`src/rtl/mem_access_master_if.sv`:
```
// mem_access_master_if: fetch, load/store and memory-port signals of mem_access_master.
// The master modport is the view taken by mem_access_master itself.
interface mem_access_master_if;
  logic        i_if_req;
  logic [31:0] i_if_addr;
  logic        o_if_gnt;
  logic        o_if_valid;
  logic [31:0] o_if_instr;
  logic        i_ls_req;
  logic        i_ls_we;
  logic [1:0]  i_ls_size;
  logic        i_ls_sext;
  logic [31:0] i_ls_addr;
  logic [31:0] i_ls_wdata;
  logic        o_ls_gnt;
  logic        o_ls_valid;
  logic [31:0] o_ls_rdata;
  logic        o_ls_err;
  logic [31:0] o_mem_addr;
  logic        o_mem_we;
  logic [31:0] o_mem_wdata;
  logic [31:0] i_mem_rdata;
  logic        o_busy;

  modport master (
    input  i_if_req, i_if_addr, i_ls_req, i_ls_we, i_ls_size, i_ls_sext,
           i_ls_addr, i_ls_wdata, i_mem_rdata,
    output o_if_gnt, o_if_valid, o_if_instr, o_ls_gnt, o_ls_valid, o_ls_rdata,
           o_ls_err, o_mem_addr, o_mem_we, o_mem_wdata, o_busy
  );

  modport slave (
    output i_if_req, i_if_addr, i_ls_req, i_ls_we, i_ls_size, i_ls_sext,
           i_ls_addr, i_ls_wdata, i_mem_rdata,
    input  o_if_gnt, o_if_valid, o_if_instr, o_ls_gnt, o_ls_valid, o_ls_rdata,
           o_ls_err, o_mem_addr, o_mem_we, o_mem_wdata, o_busy
  );
endinterface

```
`src/rtl/mem_access_master.sv`:
```
// mem_access_master: arbitrates instruction fetch and load/store onto a single
// word-wide memory port. Sub-word stores become read-modify-write sequences and
// sub-word loads are lane-extracted and sign/zero-extended.
module mem_access_master #(
  parameter bit LS_PRIORITY = 1'b1
) (
  input  logic                i_clk,
  input  logic                i_rst_n,
  mem_access_master_if.master bus
);

  typedef enum logic [1:0] {
    S_IDLE   = 2'd0,
    S_ACCESS = 2'd1,
    S_WRITE  = 2'd2,
    S_DONE   = 2'd3
  } state_t;

  state_t      r_state;
  state_t      w_state_nx;

  logic        r_own_ls;
  logic        r_we;
  logic        r_sext;
  logic [1:0]  r_size;
  logic [31:0] r_addr;
  logic [31:0] r_wdata;
  logic [31:0] r_base;
  logic [31:0] r_mem_addr;
  logic [31:0] r_if_instr;
  logic [31:0] r_ls_rdata;
  logic        r_if_valid;
  logic        r_ls_valid;
  logic        r_ls_err;

  logic        w_take_ls;
  logic        w_take_if;
  logic        w_ls_misal;
  logic        w_word_store;
  logic        w_if_gnt;
  logic        w_ls_gnt;
  logic        w_mem_we;
  logic [31:0] w_mem_wdata;
  logic        w_unused;

  // Replace the addressed byte (size 00) or halfword lane of base with data.
  function automatic logic [31:0] merge_lane(input logic [31:0] base, input logic [31:0] data,
                                             input logic [1:0] size, input logic [1:0] lane);
    logic [31:0] res;
    res = base;
    if (size == 2'b00) begin
      case (lane)
        2'd0:    res[7:0]   = data[7:0];
        2'd1:    res[15:8]  = data[7:0];
        2'd2:    res[23:16] = data[7:0];
        default: res[31:24] = data[7:0];
      endcase
    end else begin
      if (lane[1]) res[31:16] = data[15:0];
      else         res[15:0]  = data[15:0];
    end
    return res;
  endfunction

  // Pick the addressed lane out of a memory word and extend it to 32 bits.
  function automatic logic [31:0] extract_lane(input logic [31:0] word, input logic [1:0] size,
                                               input logic sext, input logic [1:0] lane);
    logic [7:0]  b;
    logic [15:0] h;
    logic [31:0] res;
    case (lane)
      2'd0:    b = word[7:0];
      2'd1:    b = word[15:8];
      2'd2:    b = word[23:16];
      default: b = word[31:24];
    endcase
    h = lane[1] ? word[31:16] : word[15:0];
    case (size)
      2'b00:   res = {{24{sext & b[7]}}, b};
      2'b01:   res = {{16{sext & h[15]}}, h};
      default: res = word;
    endcase
    return res;
  endfunction

  // Fetch byte offset is meaningless: fetches are always word aligned.
  assign w_unused = ^bus.i_if_addr[1:0];

  assign w_ls_misal   = (bus.i_ls_size == 2'b01) ? bus.i_ls_addr[0]
                      : (bus.i_ls_size[1] ? (bus.i_ls_addr[1:0] != 2'b00) : 1'b0);
  assign w_take_ls    = bus.i_ls_req & (LS_PRIORITY | ~bus.i_if_req);
  assign w_take_if    = bus.i_if_req & ~w_take_ls;
  assign w_word_store = r_own_ls & r_we & r_size[1];

  // State register.
  always_ff @(posedge i_clk or negedge i_rst_n) begin
    if (!i_rst_n) r_state <= S_IDLE;
    else          r_state <= w_state_nx;
  end

  // Next-state decode plus combinational grants and memory write controls.
  always_comb begin
    w_state_nx  = r_state;
    w_if_gnt    = 1'b0;
    w_ls_gnt    = 1'b0;
    w_mem_we    = 1'b0;
    w_mem_wdata = 32'h0000_0000;
    case (r_state)
      S_IDLE: begin
        // Grants are held low while reset is asserted so every output reads 0.
        if (i_rst_n && w_take_ls) begin
          w_ls_gnt   = 1'b1;
          w_state_nx = w_ls_misal ? S_DONE : S_ACCESS;
        end else if (i_rst_n && w_take_if) begin
          w_if_gnt   = 1'b1;
          w_state_nx = S_ACCESS;
        end else begin
          w_state_nx = S_IDLE;
        end
      end
      S_ACCESS: begin
        if (r_own_ls && r_we && !r_size[1]) w_state_nx = S_WRITE;
        else                                w_state_nx = S_DONE;
        if (w_word_store) begin
          w_mem_we    = 1'b1;
          w_mem_wdata = r_wdata;
        end else begin
          w_mem_we    = 1'b0;
          w_mem_wdata = 32'h0000_0000;
        end
      end
      S_WRITE: begin
        w_mem_we    = 1'b1;
        w_mem_wdata = merge_lane(r_base, r_wdata, r_size, r_addr[1:0]);
        w_state_nx  = S_DONE;
      end
      S_DONE:  w_state_nx = S_IDLE;
      default: w_state_nx = S_IDLE;
    endcase
  end

  // Request capture, read data capture and registered response pulses.
  always_ff @(posedge i_clk or negedge i_rst_n) begin
    if (!i_rst_n) begin
      r_own_ls   <= 1'b0;
      r_we       <= 1'b0;
      r_sext     <= 1'b0;
      r_size     <= 2'b00;
      r_addr     <= 32'h0000_0000;
      r_wdata    <= 32'h0000_0000;
      r_base     <= 32'h0000_0000;
      r_mem_addr <= 32'h0000_0000;
      r_if_instr <= 32'h0000_0000;
      r_ls_rdata <= 32'h0000_0000;
      r_if_valid <= 1'b0;
      r_ls_valid <= 1'b0;
      r_ls_err   <= 1'b0;
    end else begin
      r_if_valid <= 1'b0;
      r_ls_valid <= 1'b0;
      r_ls_err   <= 1'b0;
      case (r_state)
        S_IDLE: begin
          if (w_ls_gnt) begin
            r_own_ls <= 1'b1;
            r_we     <= bus.i_ls_we;
            r_size   <= bus.i_ls_size;
            r_sext   <= bus.i_ls_sext;
            r_addr   <= bus.i_ls_addr;
            r_wdata  <= bus.i_ls_wdata;
            if (w_ls_misal) begin
              // Misaligned: answer straight away, memory port untouched.
              r_ls_valid <= 1'b1;
              r_ls_err   <= 1'b1;
            end else begin
              r_mem_addr <= {bus.i_ls_addr[31:2], 2'b00};
            end
          end else if (w_if_gnt) begin
            r_own_ls   <= 1'b0;
            r_we       <= 1'b0;
            r_addr     <= {bus.i_if_addr[31:2], 2'b00};
            r_mem_addr <= {bus.i_if_addr[31:2], 2'b00};
          end
        end
        S_ACCESS: begin
          if (!r_own_ls) begin
            r_if_instr <= bus.i_mem_rdata;
            r_if_valid <= 1'b1;
          end else if (!r_we) begin
            r_ls_rdata <= extract_lane(bus.i_mem_rdata, r_size, r_sext, r_addr[1:0]);
            r_ls_valid <= 1'b1;
          end else if (r_size[1]) begin
            r_ls_valid <= 1'b1;
          end else begin
            r_base <= bus.i_mem_rdata;
          end
        end
        S_WRITE: r_ls_valid <= 1'b1;
        default: r_ls_valid <= 1'b0;
      endcase
    end
  end

  assign bus.o_if_gnt    = w_if_gnt;
  assign bus.o_if_valid  = r_if_valid;
  assign bus.o_if_instr  = r_if_instr;
  assign bus.o_ls_gnt    = w_ls_gnt;
  assign bus.o_ls_valid  = r_ls_valid;
  assign bus.o_ls_rdata  = r_ls_rdata;
  assign bus.o_ls_err    = r_ls_err;
  assign bus.o_mem_addr  = r_mem_addr;
  assign bus.o_mem_we    = w_mem_we;
  assign bus.o_mem_wdata = w_mem_wdata;
  assign bus.o_busy      = (r_state != S_IDLE);

endmodule

```
`src/flat_wrapper.sv`:
```
// flat-port wrapper written by rule: the top's interface ports become plain ports
module mem_access_master_flat 
#(
  parameter bit LS_PRIORITY = 1'b1
)
  (i_clk, i_rst_n, bus_i_if_req, bus_i_if_addr, bus_i_ls_req, bus_i_ls_we, bus_i_ls_size, bus_i_ls_sext, bus_i_ls_addr, bus_i_ls_wdata, bus_i_mem_rdata, bus_o_if_gnt, bus_o_if_valid, bus_o_if_instr, bus_o_ls_gnt, bus_o_ls_valid, bus_o_ls_rdata, bus_o_ls_err, bus_o_mem_addr, bus_o_mem_we, bus_o_mem_wdata, bus_o_busy);
  mem_access_master_if bus_i ();
  input  logic i_clk;
  input  logic i_rst_n;
  input wire logic [$bits(bus_i.i_if_req)-1:0] bus_i_if_req;
  input wire logic [$bits(bus_i.i_if_addr)-1:0] bus_i_if_addr;
  input wire logic [$bits(bus_i.i_ls_req)-1:0] bus_i_ls_req;
  input wire logic [$bits(bus_i.i_ls_we)-1:0] bus_i_ls_we;
  input wire logic [$bits(bus_i.i_ls_size)-1:0] bus_i_ls_size;
  input wire logic [$bits(bus_i.i_ls_sext)-1:0] bus_i_ls_sext;
  input wire logic [$bits(bus_i.i_ls_addr)-1:0] bus_i_ls_addr;
  input wire logic [$bits(bus_i.i_ls_wdata)-1:0] bus_i_ls_wdata;
  input wire logic [$bits(bus_i.i_mem_rdata)-1:0] bus_i_mem_rdata;
  output wire logic [$bits(bus_i.o_if_gnt)-1:0] bus_o_if_gnt;
  output wire logic [$bits(bus_i.o_if_valid)-1:0] bus_o_if_valid;
  output wire logic [$bits(bus_i.o_if_instr)-1:0] bus_o_if_instr;
  output wire logic [$bits(bus_i.o_ls_gnt)-1:0] bus_o_ls_gnt;
  output wire logic [$bits(bus_i.o_ls_valid)-1:0] bus_o_ls_valid;
  output wire logic [$bits(bus_i.o_ls_rdata)-1:0] bus_o_ls_rdata;
  output wire logic [$bits(bus_i.o_ls_err)-1:0] bus_o_ls_err;
  output wire logic [$bits(bus_i.o_mem_addr)-1:0] bus_o_mem_addr;
  output wire logic [$bits(bus_i.o_mem_we)-1:0] bus_o_mem_we;
  output wire logic [$bits(bus_i.o_mem_wdata)-1:0] bus_o_mem_wdata;
  output wire logic [$bits(bus_i.o_busy)-1:0] bus_o_busy;
  assign bus_i.i_if_req = bus_i_if_req;
  assign bus_i.i_if_addr = bus_i_if_addr;
  assign bus_i.i_ls_req = bus_i_ls_req;
  assign bus_i.i_ls_we = bus_i_ls_we;
  assign bus_i.i_ls_size = bus_i_ls_size;
  assign bus_i.i_ls_sext = bus_i_ls_sext;
  assign bus_i.i_ls_addr = bus_i_ls_addr;
  assign bus_i.i_ls_wdata = bus_i_ls_wdata;
  assign bus_i.i_mem_rdata = bus_i_mem_rdata;
  assign bus_o_if_gnt = bus_i.o_if_gnt;
  assign bus_o_if_valid = bus_i.o_if_valid;
  assign bus_o_if_instr = bus_i.o_if_instr;
  assign bus_o_ls_gnt = bus_i.o_ls_gnt;
  assign bus_o_ls_valid = bus_i.o_ls_valid;
  assign bus_o_ls_rdata = bus_i.o_ls_rdata;
  assign bus_o_ls_err = bus_i.o_ls_err;
  assign bus_o_mem_addr = bus_i.o_mem_addr;
  assign bus_o_mem_we = bus_i.o_mem_we;
  assign bus_o_mem_wdata = bus_i.o_mem_wdata;
  assign bus_o_busy = bus_i.o_busy;
  mem_access_master #(.LS_PRIORITY(LS_PRIORITY)) u_core (.i_clk(i_clk), .i_rst_n(i_rst_n), .bus(bus_i));
endmodule
```
`config.mk`:
```
export PLATFORM = sky130hd
export DESIGN_NAME = mem_access_master_flat
export DESIGN_NICKNAME = d
export VERILOG_FILES = /design/src/rtl/mem_access_master_if.sv /design/src/rtl/mem_access_master.sv /design/src/flat_wrapper.sv
export SDC_FILE = /design/constraint.sdc
export NUM_CORES = 1
export LEC_CHECK = 0
export ABC_AREA = 0
export BUFFER_PORTS_ARGS = -buffer_cell sky130_fd_sc_hd__buf_4
export CORE_UTILIZATION = 55
export DETAILED_ROUTE_END_ITERATION = 10
export PLACE_DENSITY_LB_ADDON = 0.25
export REMOVE_ABC_BUFFERS = 1
export SLEW_MARGIN = 25
export SYNTH_ARGS = -nofsm -noshare
export SYNTH_HDL_FRONTEND = slang
export SYNTH_SLANG_ARGS = --single-unit
```
`constraint.sdc`:
```
create_clock -name i_clk -period 4.3 [get_ports i_clk]
set_input_delay 0.215 -clock i_clk [delete_from_list [all_inputs] [get_ports i_clk]]
set_output_delay 0.215 -clock i_clk [all_outputs]
set_load 0.05 [all_outputs]
```
Word level (Yosys, flattened, before mapping)

Index checks and enable logic that the tools add are counted.

Flip-flop bits (word level): 172
Logic and storage cells: 94

Equality and inequality tests: 8
Muxes and demuxes: 45
Bitwise operators: 9
Reduce and logical (&&, ||, !) cells: 18

Operator list:

| operator           | number |
|---|---|
| $mux 32            | 5 |
| $pmux 32 s2        | 2 |
| $mux 8             | 7 |
| $mux 16            | 3 |
| $pmux 8 s3         | 1 |
| $mux 1             | 21 |
| $eq 2x1->1 const B | 4 |
| $pmux 2 s4         | 1 |
| $eq 2x2->1 const B | 3 |
| $logic_not 2->1    | 3 |
| $mux 2             | 3 |
| $reduce_and 2->1   | 3 |
| $reduce_and 3->1   | 2 |
| $reduce_bool 2->1  | 3 |
| $and 1x1->1        | 5 |
| $logic_and 1x1->1  | 4 |
| $not 1->1          | 4 |
| $reduce_and 4->1   | 1 |
| $pmux 1 s3         | 1 |
| $reduce_or 3->1    | 1 |
| $ne 2x2->1 const B | 1 |
| $pmux 1 s2         | 1 |
| $logic_not 1->1    | 1 |

Depth between registers and ports, before layout

Gate-level depths: netlist of run 1.

Word-level depth: 8
Mapped depth: 8
Depth with buffers taken out: 7

Worst setup path before layout of run 1

No wires, ideal clock.

Path type: register -> output
Start: register u_core.r_state[0]
End: output bus_o_mem_wdata[15]
Arrival time: 2.411 ns
Data required time: 4.085 ns
Path slack: 1.674 ns
Cell stages (with the launch flop): 7
Path through: dfrtp_1 -> inv_1 -> ha_1 -> clkbuf_1 -> nand2_1 -> clkbuf_1 -> o31ai_1

Cells in the longest elaborated chain, start to end: 2

Ends and longest elaborated chain:

| element                                         | line                     | RTL |
|---|---|---|
| from (decl)                                     | mem_access_master.sv:19  | `state_t r_state;` |
| from (signal assigned)                          | mem_access_master.sv:98  | `else r_state <= w_state_nx;` |
| $eq 2x2->1 / $eq 2x1->1 (equally long branches) | mem_access_master.sv:108 | `case (r_state)` |
| $pmux 32 s2 (*)                                 | mem_access_master.sv:108 |  |
| to (decl)                                       | flat_wrapper.sv:28       | `output wire logic [$bits(bus_i.o_mem_wdata)-1:0] bus_o_mem_wdata;` |

Mark *: on every way between the ends. The rest lies on a longest branch, timed or not.

Worst setup path after layout of run 1

Start: register u_core.r_addr[0]
End: output bus_o_mem_wdata[7]

Cells in the longest elaborated chain, start to end: 4

Ends and longest elaborated chain:

| element                | line                     | RTL |
|---|---|---|
| from (decl)            | mem_access_master.sv:26  | `logic [31:0] r_addr;` |
| from (signal assigned) | mem_access_master.sv:169 | `r_addr <= bus.i_ls_addr;` |
| from (signal assigned) | mem_access_master.sv:181 | `r_addr <= {bus.i_if_addr[31:2], 2'b00};` |
| $logic_not 2->1        | mem_access_master.sv:52  | `case (lane)` |
| $mux 8                 | mem_access_master.sv:52  |  |
| $mux 32                | mem_access_master.sv:51  | `if (size == 2'b00) begin` |
| $pmux 32 s2            | mem_access_master.sv:108 |  |

No other way between the ends.

==> run metrics, run 1 <==
RR Startpoint u_core.r_state[1]; hold_ws 0.009301 ns; initial antenna violation count 0; area of the core 14590 µm²; R2R Setup Slk 1.69 ns; power share of the sequential group 30.0%; Clock Power Share 14.4%; GRT Total Usage 32.34%; Fill cells 1012; Final min period 3.420 ns; status finished, final reports clean; CP Max Fanout 16; # diodes 0; setup TNS 0 ns; vias in the first global route 7364; crit path DAT 3.20 ns; remaining global-route overflow 0; First-pass DRT Iterations 5; Reg area 4254 µm²; cells along the critical path nor2b_1, a21oi_1, nor2_1, a22o_1, buf_4; met1 wire length 10260 µm; Die Ht 124.7 µm; number of routed nets with antenna violations 0; Reg clk slew, reported paths 0.07 ns; WP data required 4.09 ns; Seq/Total Area, Yosys 51.35%; final cycle utilization of the critical path 79.53%; share of layout cells above drive strength 1 38.48%; Yosys cell types 56; # placed instances 1187; max incr delay on CP 0.78 ns; CP Launch Type flop; async set-or-reset flop fraction in the synthesized netlist 100.0%; Total Routed Length 24770 µm; total of max-cap violations 0; post-route insts no fill 1252; worst-case reg-to-reg path depth 6; Slew HR 31.49%; power per cell area 904.3 nW/µm²; Crit Path Class reg2out; Worst VDD drop 0.6583 mV; Hold Crit Endpoint u_core.r_wdata[19]; Synth Register Bits 170; slowest CP cell dfrtp_1; area of the die 15560 µm²; CTS buffer count 17; Final Hold Fails 0; # rows 44; Synth Flop Type dfrtp_1; average size of a mapped cell 10.63 µm²; Top Ports 271; number of synthesized flops with an enable pin 0; r2r endpoint u_core.bus.o_ls_rdata[17]; P_int 5.122 mW; DR iter-0 viols 701; multi-input logic area 3702 µm²; Final #Nets 1196; final clock skew 0.005768 ns; Hold Startpoint bus_i_ls_wdata[19]; CTS tree built; P_leak 5.216 nW; met3 WL 2127 µm; RSZ-0062 raised after global routing false; Max Fclk 0.2924 GHz; root buffer cell clkbuf_16; worst min path class in2reg; Sw Ratio 49.48%; drt via density 5.843; clk_lat worst skew 0.44 ns; CTS sink cnt 170; clk buf depth 2; Yosys warning count 0; Net Sw Power 5.017 mW; # resized after CTS 0; worst hold stages 3; placer congestion estimate 0.8486; Combinational Power Share 55.7%; dpl hpwl 16820 µm; DR top layer met4; DRC Markers 0; via count 7315; H-tree depth 4; maximum number of pins on one net before global-route repair 82; Critical Path Sink Type output port; Final Max Tran Viols 0; Initial Util 56.78%; first-pass GRT wire length 39390 µm; Slew @ Worst Pin 1.028 ns; met2 WL 11800 µm; Core Util, Final 76.85%; Chip Width 124.7 µm; setup violators final 0; IO Port Bufs 266; Post-Synthesis Cells 779; routed length per placed instance 19.78 µm; Post-Syn Area 8284 µm²; area grow syn2layout 35.34%
==> metrics by stage <==
step / worst slack [ns] / area, µm² / power (mW)
5_1_grt: 0.7970 / 11210 / 10.59
3_5_place_dp: 1.415 / 10320 / 8.592
6_report: 0.8801 / 11210 / 10.14
4_1_cts: 1.006 / 11200 / 10.11
3_3_place_gp: 1.499 / 10320 / 8.456
2_1_floorplan: 0.7651 / 7986 / 6.791
==> critical path: cells and delay by family (launching register included) <==
kind                   cells  cell delay [ns]
buffers and inverters      1             0.21
AOI/OAI and AO/OA          2             0.56
DFF                        1             0.78
and+or+nand+nor            2             1.22
==> cells in the final DEF, fill, tap and decap left out, drive strengths merged, types with 6 or more instances in the layout <==
cell type	count
inv	19
nand3	18
o31ai	7
a31oi	6
dlygate4sd3	33
nand3b	8
clkbuf	19
o21a	30
mux2	72
a221oi	9
mux2i	23
o211ai	17
o22a	31
a2bb2oi	6
nand2	135
dfrtp	170
a22o	10
buf	279
nor2	36
o21ai	37
a21oi	51
or2	7
==> power groups by stage <==
stage,registers (mW),clock network [mW],logic (mW)
finish,3.04,1.46,5.64
global route,3.12,1.54,5.93
CTS,3.01,1.47,5.63
detailed placement,3.02,0,5.57
global placement,2.98,0,5.47
floorplan,4.51,0,2.28
==> flip-flops by register name, summed over array words and instances, names as in the netlist <==
signal / count
u_core.bus.o_if_instr: 32
u_core.bus.o_if_valid: 1
u_core.bus.o_ls_err: 1
u_core.bus.o_ls_rdata: 32
u_core.bus.o_ls_valid: 1
u_core.bus.o_mem_addr: 30
u_core.r_addr: 2
u_core.r_base: 32
u_core.r_own_ls: 1
u_core.r_sext: 1
u_core.r_size: 2
u_core.r_state: 2
u_core.r_wdata: 32
u_core.r_we: 1
==> how the worst max path moves through the flow <==
stage	startpoint	endpoint	slack (ns)	depth (start not counted)
global placement	u_core.r_addr[0]	bus_o_mem_wdata[7]	1.50	5
detailed placement	u_core.r_state[0]	u_core.bus.o_mem_addr[30]	1.42	9
CTS	u_core.r_addr[0]	bus_o_mem_wdata[5]	1.01	5
finish	u_core.r_addr[0]	bus_o_mem_wdata[7]	0.88	5
global route	u_core.r_addr[0]	bus_o_mem_wdata[7]	0.80	5
floorplan	u_core.r_state[0]	u_core.bus.o_mem_addr[10]	0.77	7
==> area by class of cell <==
class / count / area share, %
clock buffer: 19 / 3.950
clock inverter: 13 / 0.9709
inverter: 11 / 0.3683
multi-input combinational: 543 / 33.02
sequential: 170 / 37.94
tap: 184 / 2.053
timing repair buffer: 312 / 21.69
==> logic make-up after synthesis <==
family | Yosys count | share of synthesized area, %
fa+ha+maj | 5 | 0.7552
compound gates | 220 | 19.18
simple gates | 221 | 11.83
flops | 170 | 51.35
mux | 95 | 12.70
other cells | 1 | 0.04527
buf+inv | 67 | 4.138
==> Yosys cell counts, types with 3 or more instances <==
cell type  number  share of area (%)
a31oi_1         6               0.45
o21a_1         30                2.7
o31ai_1         7               0.63
inv_1           9               0.41
mux2i_1        21                2.5
buf_6           6               0.82
mux2_2         66                9.0
a21o_1          5               0.45
buf_4           6               0.54
o21ai_2        11                1.2
nand2b_1        3               0.23
a2bb2oi_1       6               0.63
o22ai_1         3               0.23
a22o_1         10                1.1
nand3_1        17                1.0
mux2_1          5               0.68
o21ai_0        24                1.4
buf_2          19                1.1
nor2_1         35                1.6
o211ai_1       17                1.5
or2_2           7               0.53
o22a_1         31                3.3
ha_1            5               0.76
clkbuf_1       24                1.1
a21oi_1        51                3.1
dfrtp_1       170                 51
nand3b_1        8               0.72
nand2_1       135                6.1
a221oi_1        9               0.95
==> what timing repair did <==
| item | 4_1_cts | 5_1_grt |
|---|---|---|
| hold buffers | 33 | 0 |
| hold endpoints to repair | 64 | 0 |
| buffers inserted | 0 | 0 |
| endpoints found under the setup margin | 0 | 0 |
==> metal layers <==
| layer | up-vias | global-route usage (%) |
|---|---|---|
| met1 | 3607 | 42.73 |
| li1 | 3333 | - |
| met2 | 330 | 51.09 |
| met4 | 0 | 11.20 |
| met5 | - | 0 |
| met3 | 45 | 9.192 |
(Power assumes the default switching activity.)
==> run 2, diff against run 1 <==
--- a/config.mk
+++ b/config.mk
@@ -7,7 +7,7 @@
 export LEC_CHECK = 0
 export ABC_AREA = 0
 export BUFFER_PORTS_ARGS = -buffer_cell sky130_fd_sc_hd__buf_4
-export CORE_UTILIZATION = 55
+export CORE_UTILIZATION = 51
 export DETAILED_ROUTE_END_ITERATION = 10
 export PLACE_DENSITY_LB_ADDON = 0.25
 export REMOVE_ABC_BUFFERS = 1
==> constraint.sdc (replaced) <==
create_clock -name i_clk -period 3.3 [get_ports i_clk]
set_input_delay 0.165 -clock i_clk [delete_from_list [all_inputs] [get_ports i_clk]]
set_output_delay 0.165 -clock i_clk [all_outputs]
set_load 0.05 [all_outputs]
==> run 2 against run 1 <==
Global-route usage fell by 2.0 points. Die area rose by 7.7%. Combinational power rose by 30%. Register-to-register slack got worse by 0.75 ns. Sequential cell count did not move. Via count fell by 0.72%. Largest cell class unchanged. Highest routed layer unchanged. Cell area rose by 1.6%. Worst setup slack got worse by 0.37 ns.
==> run metrics, run 2 (same netlist as run 1, synthesis figures left out) <==
status finished, final reports clean (unchanged); Reg clk slew, reported paths 0.06 ns (was 0.07 ns); area of the die 16760 µm² (was 15560 µm²); Final Max Tran Viols 0 (unchanged); Die Ht 129.5 µm (was 124.7 µm); worst min path class in2reg (unchanged); hold_ws 0.01803 ns (was 0.009301 ns); DRC Markers 0 (unchanged); most frequent cells in the layout buf_4 (281), dfrtp_1 (170), nand2_1 (134) (was buf_4 (277), dfrtp_1 (170), nand2_1 (134)); initial antenna violation count 0 (unchanged); r2r endpoint u_core.bus.o_ls_rdata[19] (was u_core.bus.o_ls_rdata[17]); remaining global-route overflow 0 (unchanged); Final Hold Fails 0 (unchanged); Total Routed Length 24930 µm (was 24770 µm); Final #Nets 1210 (was 1196); power per cell area 1164 nW/µm² (was 904.3 nW/µm²); final cycle utilization of the critical path 84.52%; clk buf depth 2 (unchanged); Initial Util 52.15% (was 56.78%); CTS sink cnt 170 (unchanged); RSZ-0062 raised after global routing false (unchanged); worst slack, placed 0.8371 ns (was 1.415 ns); IO Port Bufs 266 (unchanged); CP endpoint bus_o_mem_wdata[2] (was bus_o_mem_wdata[7]); RR Startpoint u_core.r_size[1] (was u_core.r_state[1]); Final min period 2.789 ns; # diodes 0 (unchanged); WP data required 3.13 ns (was 4.09 ns); Top Ports 271 (unchanged); multi-input logic area 3696 µm² (was 3702 µm²); Reg area 4254 µm² (unchanged); clk_lat worst skew 0.42 ns (was 0.44 ns); First-pass DRT Iterations 5 (unchanged); Slew HR 40.62% (was 31.49%); number of routed nets with antenna violations 0 (unchanged); P_leak 5.274 nW (was 5.216 nW); root buffer cell clkbuf_16 (unchanged); CTS buffer count 17 (unchanged); CP Max Fanout 16 (unchanged); total of max-cap violations 0 (unchanged); crit path launch u_core.r_addr[0] (unchanged); drt via density 5.608 (was 5.843); # rows 46 (was 44); vias in the first global route 7036 (was 7364); CP Launch Type flop (unchanged); routed length per placed instance 19.25 µm (was 19.78 µm); Crit Path Class reg2out (unchanged); area of the core 15890 µm² (was 14590 µm²); area grow syn2layout 37.50% (was 35.34%); CTS tree built (unchanged); worst-case reg-to-reg path depth 6 (unchanged); GRT Total Usage 30.37% (was 32.34%); Critical Path Sink Type output port (unchanged); via count 7262 (was 7315); R2R Setup Slk 0.94 ns (was 1.69 ns); Slew @ Worst Pin 0.8907 ns (was 1.028 ns); placer congestion estimate 0.8400 (was 0.8486); H-tree depth 4 (unchanged); Fill cells 1203 (was 1012); setup violators final 0 (unchanged); dpl hpwl 16600 µm (was 16820 µm); DR iter-0 viols 687 (was 701); final clock skew 0.005062 ns (was 0.005768 ns); first-pass GRT wire length 38440 µm (was 39390 µm); Max Fclk 0.3585 GHz; worst hold stages 2 (was 3); maximum number of pins on one net before global-route repair 161 (was 82); crit path DAT 2.62 ns (was 3.20 ns); share of layout cells above drive strength 1 38.09% (was 38.48%); most common cell after layout, fill and taps aside buf_4 (unchanged); Worst VDD drop 0.7265 mV (was 0.6583 mV); Chip Width 129.5 µm (was 124.7 µm); Worst Slack Setup Final 0.5109 ns (was 0.8801 ns)
[run 2: changes by cell type in the layout (fill, tap and decap cells not counted), sizes merged]
cell | previous run | this run
buf | 279 | 283
bufinv | 0 | 2
clkbuf | 19 | 21
clkinvlp | 2 | 3
dlygate4sd3 | 33 | 43
inv | 19 | 11
[run 2: area by class of cell]
| cell class | count | share of cell area [%] |
|---|---|---|
| Clock inverter | 8 | 0.8568 |
| Inverter | 11 | 0.3625 |
| Multi-Input combinational cell | 543 | 32.45 |
| Timing Repair Buffer | 326 | 22.57 |
| Clock buffer | 21 | 4.042 |
| Tap cell | 216 | 2.373 |
| Sequential cell | 170 | 37.35 |
[run 2: routing by layer]
metal | global-route usage, % | routed length (µm) | vias to the layer above
li1 | - | - | 3352
met5 | 0 | 0 | -
met2 | 48.01 | 11950 | 294
met3 | 7.803 | 1778 | 29
met1 | 41.82 | 10820 | 3587
met4 | 7.934 | 384 | 0
[run 2: what timing repair did]
action,4_1_cts,5_1_grt
setup buffers,0,0
hold buffers,42,1
resized for setup,0,0
hold endpoints to repair,52,1
[run 2: where the power goes]
group / internal [mW] / switching [mW] / total (mW) / leakage, nW
combinational: 2.57 / 4.78 / 7.35 / 3.01
clock: 1.14 / 0.806 / 1.94 / 0.267
sequential: 3.13 / 0.825 / 3.96 / 2.00
total: 6.84 / 6.41 / 13.3 / 5.27
[run 2: critical path: stages, from the launching register on]
cell and delay (ns):
dfrtp_1 0.79, nor2b_1 0.28, a21oi_1 0.15, nor2_1 0.49, a22o_1 0.28, buf_4 0.21
[run 2: how the worst min path moves through the flow]
stage                              startpoint                  endpoint  slack (ns)
after global placement                i_rst_n        u_core.r_wdata[20]       0.006
after CTS                 bus_i_mem_rdata[13]         u_core.r_base[13]       0.004
after floorplan                       i_rst_n  u_core.bus.o_if_instr[0]       -0.13
final                     bus_i_mem_rdata[13]         u_core.r_base[13]        0.02
after detailed placement              i_rst_n        u_core.r_wdata[20]       0.006
after global routing       bus_i_mem_rdata[3]          u_core.r_base[3]       0.006
[run 2: stage by stage]
step                power [mW]  utilization, %  std cells  cell area [µm²]  setup TNS, ns
floorplan                8.849               -        724             7986         -7.046
global placement         11.08           65.47       1223            10400              0
detailed placement       11.23           65.47       1223            10400              0
CTS                      13.25           71.63       1294            11380              0
global route             13.89           71.71       1295            11390              0
finish                   13.25           71.71       1295            11390              0
